==> config.mk <==
export PLATFORM = sky130hd
export DESIGN_NAME = reg_scoreboard
export DESIGN_NICKNAME = d
export VERILOG_FILES = /design/src/rtl/reg_scoreboard.sv
export SDC_FILE = /design/constraint.sdc
export NUM_CORES = 1
export LEC_CHECK = 0
export BUFFER_PORTS_ARGS = -buffer_cell sky130_fd_sc_hd__buf_2
export CORE_MARGIN = 5
export CORE_UTILIZATION = 46
export DETAILED_ROUTE_END_ITERATION = 10
export HOLD_SLACK_MARGIN = 0.05
export PLACE_DENSITY_LB_ADDON = 0.25
export SLEW_MARGIN = 20
export SYNTH_ARGS = -nofsm -noshare
export SYNTH_HDL_FRONTEND = slang
export SYNTH_SLANG_ARGS = --single-unit
==> constraint.sdc <==
create_clock -name clock_i -period 3.5 [get_ports clock_i]
set_clock_uncertainty 0.1 [all_clocks]
set_input_delay 0.525 -clock clock_i [delete_from_list [all_inputs] [get_ports clock_i]]
set_output_delay 0.525 -clock clock_i [all_outputs]
set_load 0.005 [all_outputs]
==> src/rtl/reg_scoreboard.sv <==
// Register-hazard scoreboard: one saturating pending-write counter per register,
// driven by one-hot issue (increment) and writeback (decrement) decodes.
module reg_scoreboard #(
  parameter  int ADDR_W             = 5,
  parameter  int CNT_W              = 2,
  parameter  bit ZERO_REG_HARDWIRED = 1'b1,
  parameter  bit BYPASS_WB          = 1'b1,
  localparam int NUM_REGS           = 2 ** ADDR_W
) (
  input  logic                clock_i,
  input  logic                reset_ni,
  input  logic                flush_i,
  input  logic                issue_valid_i,
  input  logic [ADDR_W-1:0]   issue_rd_i,
  output logic                issue_ready_o,
  input  logic                wb_valid_i,
  input  logic [ADDR_W-1:0]   wb_rd_i,
  input  logic [ADDR_W-1:0]   rs1_addr_i,
  input  logic [ADDR_W-1:0]   rs2_addr_i,
  output logic                rs1_busy_o,
  output logic                rs2_busy_o,
  output logic [NUM_REGS-1:0] pending_vec_o,
  output logic                underflow_err_o
);

  localparam logic [CNT_W-1:0] CNT_MAX = {CNT_W{1'b1}};
  localparam logic [CNT_W-1:0] CNT_ONE = CNT_W'(1);

  logic [NUM_REGS-1:0][CNT_W-1:0] count_q;
  logic [NUM_REGS-1:0][CNT_W-1:0] count_d;
  logic [NUM_REGS-1:0]            inc_vec;
  logic [NUM_REGS-1:0]            dec_vec;
  logic [NUM_REGS-1:0]            uf_vec;
  logic                           underflow_q;
  logic                           underflow_d;
  logic                           issue_acc;

  // A same-cycle writeback to the issuing register frees the slot the issue needs.
  assign issue_ready_o = (ZERO_REG_HARDWIRED && (issue_rd_i == '0))
                      || (count_q[issue_rd_i] != CNT_MAX)
                      || (wb_valid_i && (wb_rd_i == issue_rd_i));
  assign issue_acc = issue_valid_i && issue_ready_o;

  function automatic logic src_busy(input logic [ADDR_W-1:0] rs);
    logic [CNT_W-1:0] c;
    logic             bypass;
    c      = count_q[rs];
    bypass = BYPASS_WB && wb_valid_i && (wb_rd_i == rs) && (c == CNT_ONE)
          && !(issue_acc && (issue_rd_i == rs));
    return (c != '0) && !(ZERO_REG_HARDWIRED && (rs == '0)) && !bypass;
  endfunction

  assign rs1_busy_o = src_busy(rs1_addr_i);
  assign rs2_busy_o = src_busy(rs2_addr_i);

  genvar gi;
  generate
    for (gi = 0; gi < NUM_REGS; gi++) begin : g_reg
      if (ZERO_REG_HARDWIRED && (gi == 0)) begin : g_zero
        assign inc_vec[gi] = 1'b0;
        assign dec_vec[gi] = 1'b0;
      end else begin : g_track
        assign inc_vec[gi] = issue_acc && (issue_rd_i == ADDR_W'(gi));
        assign dec_vec[gi] = wb_valid_i && (wb_rd_i == ADDR_W'(gi));
      end

      assign uf_vec[gi] = dec_vec[gi] && !inc_vec[gi] && (count_q[gi] == '0);

      // Inc and dec together cancel; a lone dec at zero holds the count.
      assign count_d[gi] = flush_i                              ? '0 :
                           (inc_vec[gi] && !dec_vec[gi])        ? count_q[gi] + CNT_ONE :
                           (dec_vec[gi] && !inc_vec[gi] && (count_q[gi] != '0))
                                                                ? count_q[gi] - CNT_ONE :
                                                                  count_q[gi];

      assign pending_vec_o[gi] = (count_q[gi] != '0);
    end
  endgenerate

  assign underflow_d     = underflow_q || (!flush_i && (|uf_vec));
  assign underflow_err_o = underflow_q;

  always_ff @(posedge clock_i) begin
    if (!reset_ni) begin
      count_q     <= '0;
      underflow_q <= 1'b0;
    end else begin
      count_q     <= count_d;
      underflow_q <= underflow_d;
    end
  end

endmodule

==> results.ini <==
[placed_design]
hpwl_microns=15800
place_ws_ns=0.0988
gp_congestion=0.963
port_buffers=59
dpl.cell_count=908
place_area_sq_mm=0.00617

[logic_synthesis]
ys_ff_latch=63
ys_async_sr_fraction_pct=0
synth_area_leaders=dfxtp_1, mux4_2, a211oi_1, nor3_1, o21ai_0
ys_types=63
seq_area_frac_synth_pct=22.3
yosysTopAreaCell=dfxtp_1
ys.flop_type=dfxtp_1
synth.avg_cell_area_sq_um=8.10
synthCells=699
synth.top_cell.area_share_pct=22.3
yosysWarnings=0
syn_nets=724
synth_area_sq_mm=0.00566
synth_edf_count=0

[pwr]
clkPwrFrac_pct=49.7
pwr-share-comb_pct=14.7
pwr-share-seq_pct=35.7
p_int_mw=1.50
switching_share_pct=26.2
p_leak_nw=2.44
vdd_drop_max_mv=0.236
p_sw_mw=0.532
power_density_mw_per_mm2=311
total_power_mw=2.03

[cts]
cts_root_buf=clkbuf_16
clkTransAtPathRegs_ns=0.05
hold_buffers=0
cts_tree=yes
cts_made_buffers=9
htreeDepth=3
cts_buffer_depth=2
cts_sinks=63
clk_latency_ns=0.35

[sta]
period_share_pct=96.9
hold_slack_ns=0.420
hold_viol_final=0
worst_slack_ns=0.109
min_period_ns=3.39
tightest_slew_ns=0.679
slew_viol_final=0
grt_setup_unrepaired=false
finalSetupTns_ns=0
slew_headroom_pct=54.7
fmax_mhz=295
setup_viol=0

[global_routing]
antenna_found_initial=1
grt_util_all_layers_pct=28.3
grt_max_degree=58
overflow=0
grt_pass1_vias=5689
grt_pass1_wl_microns=31900

[worst_setup_path]
required_ns=2.87
max_stage_delay_ns=0.36
arrival_ns=2.77
cp_max_fo=12
crit_chain=buf_2 > or2_0 > a211oi_1 > nor4_1 > nand4_1 > nor2_1 > o21a_1 > o31ai_1 > a21oi_1 > a21oi_1 > buf_2
crit_path_start_kind=input pin
critPathCaptureType=output pin
cp_slowest_cell=or2_0
worstSetupPathType=input pin to output pin

[cells_and_area]
postLayoutCellArea_sq_mm=0.00654
num-nets-final=778
diodes=0
drive_gt1_share_pct=23.9
area_growth_pct=15.5
finish.utilization_pct=54.2
instances_no_fill=925

[hold_path]
worstHoldPathType=input pin to flop

[route]
viasPerCell=6.48
wl_microns=20400
first_pass_iters=7
drc=0
avgRoutedWirePerCell_microns=22.1
drtIter0Drc=839
final_antenna_net_count=0
routed-via-count=5993

[floorplan]
die_h_microns=121
die_x_microns=121
rows=40
dieArea_sq_mm=0.0146
start_util_pct=47.0
core_area_sq_mm=0.0121
io_pins=61

[status]
run_status=finished clean

[job]
drv_cap=0

-- state kept, by name (all words and copies together), names as in the netlist --
register         flops
count_q             62
underflow_err_o      1
-- power groups by stage --
stage               clock, mW  combinational [mW]  sequential, mW
detailed placement          0               0.289           0.739
finish                   1.01               0.298           0.725
global route             1.06               0.317           0.724
CTS                      1.02               0.290           0.724
floorplan                   0               0.193           0.738
global placement            0               0.283           0.739
-- synthesized netlist by cell type (all sizes together) (2+ instances only) --
library cell	number
dfxtp	63
nor2	57
nor3	51
o21ai	51
nand2	43
mux4	39
a211oi	37
a21oi	36
nand2b	32
inv	28
o21a	28
clkbuf	25
or2	23
buf	20
nand3	19
xor2	19
nor4	18
o31a	13
o31ai	13
nor2b	10
mux2i	8
xnor2	7
mux2	6
a2111oi	4
and2	4
nand4	4
o2111ai	4
or4	4
a221oi	3
a22oi	3
a31oi	3
and3	3
a22o	2
nand3b	2
o22ai	2
or3	2
-- critical path: cells and delay by family --
family / cells / cell delay [ns]
buf+inv: 2 / 0.33
simple gates: 4 / 0.72
compound gates: 5 / 1.17
-- kinds of logic (layout without fill, tap and decap cells) --
kind of cell           Yosys count  after routing  share of synthesized area (%)
other                            1              1                         0.0662
AO/OA/AOI/OAI                  208            208                           24.8
AND/OR/NAND/NOR                275            275                           25.2
XOR/XNOR                        26             26                           4.02
buffers and inverters           73            131                           5.59
flip-flops                      63             63                           22.3
multiplexers                    53             53                           18.1
-- metal layers --
metal | vias to the layer above | wire length, microns | global-route usage [%]
met4 | 2 | 688 | 11.2
met3 | 59 | 1860 | 6.76
met1 | 2865 | 8950 | 39.7
met5 | - | 13 | 0
met2 | 315 | 8910 | 41.9
li1 | 2752 | - | -
-- cell usage in the layout (no fill, tap or decap), drive strengths merged, types with 4 or more instances in the layout --
cell and count:
a2111oi 4, a211oi 37, a21oi 36, and2 4, buf 88, clkbuf 12, dfxtp 63, inv 28
mux2 6, mux2i 8, mux4 39, nand2 43, nand2b 32, nand3 19, nand4 4, nor2 57
nor2b 10, nor3 51, nor4 18, o2111ai 4, o21a 28, o21ai 51, o31a 13, o31ai 13
or2 23, or4 4, xnor2 7, xor2 19
-- worst paths after layout --
kind                 startpoint              end  slack, ns  cells past startpoint
setup reg to reg    count_q[39]  underflow_err_o       0.48                      9
setup / recovery  issue_rd_i[2]       rs1_busy_o       0.11                     11
hold reg to reg     count_q[35]      count_q[35]       0.44                      2
hold / removal         reset_ni  underflow_err_o       0.42                      3
-- cell type report --
cell class	instances	area (sq um)
fillers	1170	5520
multi-input cells	563	4110
flip-flops and latches	63	1260
repair buffers	88	526
clock buffers	12	267
well taps	168	210
inverters	28	105
clock inverters	3	65.1
-- timing repair --
action,4_1_cts,5_1_grt
buffers inserted,0,2
gates resized for setup,0,4
endpoints found under the setup margin,0,2
Power figures use the tool's default switching activity.
